$ cat src/rtl/uart_pkg.sv
// Shared types and helpers for the UART receive path.
package uart_pkg;

  localparam int unsigned OVS_DEF = 16;
  localparam int unsigned DATA_W  = 8;

  typedef enum logic [2:0] {
    ST_IDLE  = 3'd0,
    ST_START = 3'd1,
    ST_DATA  = 3'd2,
    ST_CHECK = 3'd3,
    ST_STOP  = 3'd4
  } rx_state_e;

  // Expected parity bit: odd_sel=1 -> XOR of data, 0 -> XNOR (same rule as TX).
  function automatic logic rx_parity_bit(input logic [DATA_W-1:0] data, input logic odd_sel);
    return odd_sel ? (^data) : (~^data);
  endfunction

endpackage

$ cat src/rtl/uart_rx_sync.sv
// Input conditioning for urxd_i: 2-flop synchronizer (idle-high reset),
// optionally followed by a 3-sample majority filter clocked by rx_bpsclk.
// Optional feature macro: UART_RX_GLITCH_FILTER_EN.
module uart_rx_sync (
  input  logic clk26m,
  input  logic rst26m_,
  input  logic rx_bpsclk,
  input  logic urxd_i,
  output logic line_s
);

  logic sync1_q, sync1_d;
  logic sync2_q, sync2_d;

  // Synchronizer next-state
  always_comb begin
    sync1_d = urxd_i;
    sync2_d = sync1_q;
  end

  // Synchronizer flops, reset to line idle level
  always_ff @(posedge clk26m or negedge rst26m_) begin
    if (!rst26m_) begin
      sync1_q <= 1'b1;
      sync2_q <= 1'b1;
    end else begin
      sync1_q <= sync1_d;
      sync2_q <= sync2_d;
    end
  end

`ifdef UART_RX_GLITCH_FILTER_EN
  logic [2:0] hist_q, hist_d;

  // Sample history advances only on oversampling ticks
  always_comb begin
    hist_d = hist_q;
    if (rx_bpsclk) hist_d = {hist_q[1:0], sync2_q};
  end

  // History flops, idle high
  always_ff @(posedge clk26m or negedge rst26m_) begin
    if (!rst26m_) hist_q <= 3'b111;
    else          hist_q <= hist_d;
  end

  assign line_s = (hist_q[0] & hist_q[1]) | (hist_q[0] & hist_q[2]) | (hist_q[1] & hist_q[2]);
`else
  logic unused_tick;
  assign unused_tick = rx_bpsclk;
  assign line_s      = sync2_q;
`endif

endmodule

$ cat src/rtl/uart_rx_deser.sv
// UART receive deserializer: start/8 data/optional parity/stop framing with
// oversampled mid-bit sampling, holding register and valid/ready hand-off.
// Optional feature macro (in uart_rx_sync): UART_RX_GLITCH_FILTER_EN.
module uart_rx_deser
  import uart_pkg::*;
#(
  parameter int unsigned OVS   = OVS_DEF,
  parameter int unsigned CNT_W = 4
) (
  input  logic              clk26m,
  input  logic              rst26m_,
  input  logic              rx_bpsclk,
  input  logic              urxd_i,
  input  logic              check,
  input  logic              parity,
  output logic              rx_bpsen,
  output logic [DATA_W-1:0] rx_data,
  output logic              rx_valid,
  input  logic              rx_ready,
  output logic              parity_err,
  output logic              frame_err,
  output logic              overrun_err,
  output logic              rx_busy
);

  localparam int unsigned BIT_W = $clog2(DATA_W);
  localparam logic [CNT_W-1:0] HALF_M1 = CNT_W'(OVS / 2 - 1);
  localparam logic [CNT_W-1:0] FULL_M1 = CNT_W'(OVS - 1);

  logic line_s;

  rx_state_e          state_q, state_d;
  logic [CNT_W-1:0]   tick_cnt_q, tick_cnt_d;
  logic [BIT_W-1:0]   bit_cnt_q, bit_cnt_d;
  logic [DATA_W-1:0]  shift_q, shift_d;
  logic               chk_q, chk_d, par_q, par_d;
  logic               par_bad_q, par_bad_d, stop_bad_q, stop_bad_d;
  logic               deliver_q, deliver_d, brk_q, brk_d;
  logic               rx_bpsen_q, rx_bpsen_d, rx_valid_q, rx_valid_d;
  logic [DATA_W-1:0]  rx_data_q, rx_data_d;
  logic               parity_err_q, parity_err_d, frame_err_q, frame_err_d;
  logic               overrun_err_q, overrun_err_d, rx_busy_q, rx_busy_d;
  logic               mid_tick;

  uart_rx_sync u_sync (
    .clk26m    (clk26m),
    .rst26m_   (rst26m_),
    .rx_bpsclk (rx_bpsclk),
    .urxd_i    (urxd_i),
    .line_s    (line_s)
  );

  // Framing FSM, counters and hand-off logic
  always_comb begin
    state_d       = state_q;
    tick_cnt_d    = tick_cnt_q;
    bit_cnt_d     = bit_cnt_q;
    shift_d       = shift_q;
    chk_d         = chk_q;
    par_d         = par_q;
    par_bad_d     = par_bad_q;
    stop_bad_d    = stop_bad_q;
    brk_d         = brk_q;
    deliver_d     = 1'b0;
    rx_data_d     = rx_data_q;
    parity_err_d  = parity_err_q;
    frame_err_d   = frame_err_q;
    overrun_err_d = 1'b0;
    rx_valid_d    = rx_valid_q & ~rx_ready;
    mid_tick      = rx_bpsclk && (tick_cnt_q == FULL_M1);

    // Bit-period tick counting; sampling states clear it themselves
    if (rx_bpsclk && state_q != ST_IDLE) tick_cnt_d = tick_cnt_q + CNT_W'(1);

    case (state_q)
      ST_IDLE: begin
        if (brk_q) begin
          if (line_s) brk_d = 1'b0;
        end else if (!line_s) begin
          state_d    = ST_START;
          tick_cnt_d = '0;
          chk_d      = check;
          par_d      = parity;
          par_bad_d  = 1'b0;
        end
      end
      ST_START: begin
        if (rx_bpsclk && tick_cnt_q == HALF_M1) begin
          tick_cnt_d = '0;
          bit_cnt_d  = '0;
          state_d    = line_s ? ST_IDLE : ST_DATA;
        end
      end
      ST_DATA: begin
        if (mid_tick) begin
          tick_cnt_d = '0;
          shift_d    = {line_s, shift_q[DATA_W-1:1]};
          bit_cnt_d  = bit_cnt_q + BIT_W'(1);
          if (bit_cnt_q == BIT_W'(DATA_W - 1)) state_d = chk_q ? ST_CHECK : ST_STOP;
        end
      end
      ST_CHECK: begin
        if (mid_tick) begin
          tick_cnt_d = '0;
          par_bad_d  = (line_s != rx_parity_bit(shift_q, par_q));
          state_d    = ST_STOP;
        end
      end
      ST_STOP: begin
        if (mid_tick) begin
          tick_cnt_d = '0;
          stop_bad_d = ~line_s;
          brk_d      = ~line_s;
          deliver_d  = 1'b1;
          state_d    = ST_IDLE;
        end
      end
      default: state_d = ST_IDLE;
    endcase

    // Completed frame: load holding reg if it frees up this cycle, else drop
    if (deliver_q) begin
      if (!rx_valid_q || rx_ready) begin
        rx_valid_d   = 1'b1;
        rx_data_d    = shift_q;
        parity_err_d = par_bad_q;
        frame_err_d  = stop_bad_q;
      end else begin
        overrun_err_d = 1'b1;
      end
    end

    rx_bpsen_d = (state_q != ST_IDLE) || (state_d != ST_IDLE);
    rx_busy_d  = (state_d != ST_IDLE);
  end

  // State and output registers
  always_ff @(posedge clk26m or negedge rst26m_) begin
    if (!rst26m_) begin
      state_q       <= ST_IDLE;
      tick_cnt_q    <= '0;
      bit_cnt_q     <= '0;
      shift_q       <= '0;
      chk_q         <= 1'b0;
      par_q         <= 1'b0;
      par_bad_q     <= 1'b0;
      stop_bad_q    <= 1'b0;
      deliver_q     <= 1'b0;
      brk_q         <= 1'b0;
      rx_bpsen_q    <= 1'b0;
      rx_data_q     <= '0;
      rx_valid_q    <= 1'b0;
      parity_err_q  <= 1'b0;
      frame_err_q   <= 1'b0;
      overrun_err_q <= 1'b0;
      rx_busy_q     <= 1'b0;
    end else begin
      state_q       <= state_d;
      tick_cnt_q    <= tick_cnt_d;
      bit_cnt_q     <= bit_cnt_d;
      shift_q       <= shift_d;
      chk_q         <= chk_d;
      par_q         <= par_d;
      par_bad_q     <= par_bad_d;
      stop_bad_q    <= stop_bad_d;
      deliver_q     <= deliver_d;
      brk_q         <= brk_d;
      rx_bpsen_q    <= rx_bpsen_d;
      rx_data_q     <= rx_data_d;
      rx_valid_q    <= rx_valid_d;
      parity_err_q  <= parity_err_d;
      frame_err_q   <= frame_err_d;
      overrun_err_q <= overrun_err_d;
      rx_busy_q     <= rx_busy_d;
    end
  end

  assign rx_bpsen    = rx_bpsen_q;
  assign rx_data     = rx_data_q;
  assign rx_valid    = rx_valid_q;
  assign parity_err  = parity_err_q;
  assign frame_err   = frame_err_q;
  assign overrun_err = overrun_err_q;
  assign rx_busy     = rx_busy_q;

endmodule

$ cat config.mk
export PLATFORM = sky130hd
export DESIGN_NAME = uart_rx_deser
export DESIGN_NICKNAME = d
export VERILOG_FILES = /design/src/rtl/uart_pkg.sv /design/src/rtl/uart_rx_sync.sv /design/src/rtl/uart_rx_deser.sv
export SDC_FILE = /design/constraint.sdc
export NUM_CORES = 1
export LEC_CHECK = 0
export ABC_CLOCK_PERIOD_IN_PS = 1950
export CORE_ASPECT_RATIO = 1.5
export CORE_MARGIN = 8
export CORE_UTILIZATION = 25
export DETAILED_ROUTE_END_ITERATION = 10
export PLACE_DENSITY = 0.44
export SLEW_MARGIN = 15
export SYNTH_ARGS = -nofsm -noshare
export SYNTH_HDL_FRONTEND = slang
export SYNTH_SLANG_ARGS = --single-unit
export TNS_END_PERCENT = 30
$ cat constraint.sdc
create_clock -name clk26m -period 1.95 [get_ports clk26m]
set_input_delay 0.2925 -clock clk26m [delete_from_list [all_inputs] [get_ports clk26m]]
set_output_delay 0.2925 -clock clk26m [all_outputs]
set_load 0.01 [all_outputs]
==> flow_summary.json <==
{
  "status": "complete, no violations",
  "boundaryPins": 21,
  "floorplan.initialDensity_pct": 25.3,
  "numCtsBuffers": 5,
  "worst_skew_pair.late_latency_ns": 0.29,
  "yosysWarningCount": 0,
  "netlist_area_um2": 1810,
  "ctsHoldBuffers": 1,
  "internal_power_uw": 1780,
  "area_growth_syn_to_layout_pct": 25.9,
  "synth_area_leaders": "dfrtp_1 (53%), mux2_2 (9.4%), xnor2_1 (3.9%)",
  "skew_ns": 0.00621,
  "rrSetupSlack_ns": 0.17,
  "pre_cts_slack_ns": 0.00152,
  "p_sw_share_pct": 26.4,
  "cts_sinks": 40,
  "drtIter0Drc": 26,
  "grt_pass1_wl_um": 6200,
  "worst-path-max-fanout": 14,
  "dr.pass1.iters": 4,
  "cts_tree": "done",
  "layout_commonest_cell": "dfrtp_1",
  "routabilityCongestion": 0.762,
  "die_w_um": 85.4,
  "ant_nets": 0,
  "fin_crit_sh_pct": 91.1,
  "final_layout_size_suffix_gt1_share_pct": 21.1,
  "crit_type": "reg2reg",
  "synth-seq-area-share_pct": 55.6,
  "viasPerCell": 4.67,
  "grt_max_degree": 41,
  "grt_usage_pct": 7.76,
  "synth_cell_types": 34,
  "syn-num-nets": 158,
  "nFillCells": 733,
  "finalWirelength_um": 3640,
  "netlist_instances": 148,
  "worst_slew_pin_slew_ns": 0.426,
  "cts_resized": 0,
  "layout_common_cells": "dfrtp_1 (38), clkdlybuf4s50_1 (19), mux2_2 (15)",
  "setup_slack_ns": 0.174,
  "vdd_drop_max_mv": 0.560,
  "crit_arrival_ns": 1.96,
  "grt_pass1_vias": 1287,
  "cts_htree_levels": 2,
  "fp.dieH_um": 120,
  "wl_per_cell_um": 14.3,
  "clk_pin_slew_ns": 0.08,
  "cts_buffer_depth": 2,
  "route.detailed.drc": 0,
  "post-cts-setup-buffers": 0,
  "diodes": 0,
  "cts-root-buf": "clkbuf_8",
  "power_density_nw_per_um2": 1060,
  "cp-start-kind": "flip-flop",
  "clkPwrFrac_pct": 38.7,
  "comb_power_share_pct": 16.7,
  "cap_viol_max_count": 0,
  "nets": 184,
  "critPathCaptureType": "flip-flop",
  "synth_top_area_share_pct": 52.7,
  "core_um2": 7130,
  "slew-limit-headroom_pct": 71.5,
  "p_switching_uw": 638,
  "finalCriticalPeriod_ns": 1.78,
  "grt_antenna_before_repair": 0,
  "setup_viol": 0,
  "fmax_mhz": 563,
  "place_hpwl_um": 2670,
  "portBuffers": 20,
  "hold_violations": 0,
  "setup_tns_ns": 0,
  "vias": 1192,
  "p_seq_share_pct": 44.6,
  "synth_seq_cells": 40,
  "synth.largest_area_cell": "dfrtp_1",
  "required_ns": 2.13,
  "syn_avg_cell_area_um2": 12.2,
  "leakage_uw": 0.00102,
  "gr-total-overflow": 0,
  "rsz0062_at_grt": "false",
  "dieArea_um2": 10300,
  "hold_class": "reg2reg",
  "row_count": 38,
  "drv_slew": 0
}
## state kept, by name, summed over array words and instances, names as in the netlist
| signal | flops |
|---|---|
| rx_busy | 1 |
| deliver_q | 1 |
| rx_bpsen | 1 |
| par_bad_q | 1 |
| chk_q | 1 |
| brk_q | 1 |
| tick_cnt_q | 4 |
| u_sync.line_s | 1 |
| rx_valid | 1 |
| u_sync.sync1_q | 1 |
| bit_cnt_q | 3 |
| par_q | 1 |
| frame_err | 1 |
| state_q | 3 |
| rx_data | 8 |
| shift_q | 8 |
| overrun_err | 1 |
| stop_bad_q | 1 |
| parity_err | 1 |
## synthesized netlist by cell type, drive strengths merged
library cell and number:
nor4 2, o211ai 1, nor3 3, mux2 19, nor2 10, ha 3
and4 1, and3 1, nand2b 4, xnor3 1, clkbuf 4, or4 2
mux2i 3, nand3 6, buf 3, xnor2 8, o31a 1, o31ai 1
inv 6, o21ai 10, a31oi 1, a21oi 2, xor2 2, dfrtp 38
or3 1, dfstp 2, o221ai 1, nand4 3, nor2b 1, nand2 8
## final timing paths
kind / start / endpoint / depth (start not counted)
worst max-delay path: tick_cnt_q[0] / shift_q[1] / 5
worst min-delay path: u_sync.sync1_q / u_sync.line_s / 0
worst max register to register: tick_cnt_q[0] / shift_q[1] / 5
worst min register to register: u_sync.sync1_q / u_sync.line_s / 0
max in group asynchronous: rst26m_ / u_sync.sync1_q / 3
min in group asynchronous: rst26m_ / rx_data[5] / 3
## logic make-up (layout without fill, tap and decap cells)
| kind of cell | Yosys count | in the layout | synth area share, % |
|---|---|---|---|
| xor gates and xnor gates | 11 | 11 | 6.10 |
| DFF | 40 | 40 | 55.6 |
| AOI/OAI and AO/OA | 17 | 17 | 5.48 |
| muxes | 22 | 22 | 14.3 |
| and+or+nand+nor | 42 | 42 | 12.6 |
| adders and majority gates | 3 | 3 | 2.08 |
| buffers and inverters | 13 | 40 | 3.81 |
## through the flow
stage | power [uW] | instances | hold slack (ns) | instance area (um^2) | utilization (%)
after floorplan | 1350 | 148 | -0.00309 | 1810 | -
after global placement | 1470 | 246 | 0.276 | 2100 | 29.5
after detailed placement | 1500 | 246 | 0.283 | 2100 | 29.5
after CTS | 2450 | 255 | 0.360 | 2270 | 31.9
after global routing | 2570 | 255 | 0.363 | 2270 | 31.9
final | 2410 | 255 | 0.359 | 2270 | 31.9
## layer usage
metal	vias up	GRT usage, %	part of all wire [%]
met5	-	0	0
met4	0	4.52	2.9
met3	7	2.67	4.7
met2	26	13.5	53
met1	592	7.86	39
li1	567	-	-
## cell type report
cell class,count,area (um^2),share of cell area [%]
Timing Repair Buffer,26,255,11.2
Clock inverter,3,90.1,3.96
Clock buffer,5,68.8,3.03
Sequential cell,40,1000,44.1
Inverter,6,22.5,0.991
Tap cell,80,100,4.40
Multi-Input combinational cell,95,733,32.3
## worst max-delay path, cell delays in order (launching register included)
cell	delay (ns)
dfrtp_1	0.40
ha_1	0.29
nand4_4	0.13
or3_1	0.35
buf_4	0.20
mux2_4	0.30
## power by group through the flow
stage	logic (uW)	registers, uW	clock network, uW
after detailed placement	406	1100	0
after global placement	390	1090	0
after floorplan	323	1020	0
final	402	1080	934
after global routing	458	1100	1010
after CTS	410	1080	967
Note: power is estimated with default switching activity, not from simulation.
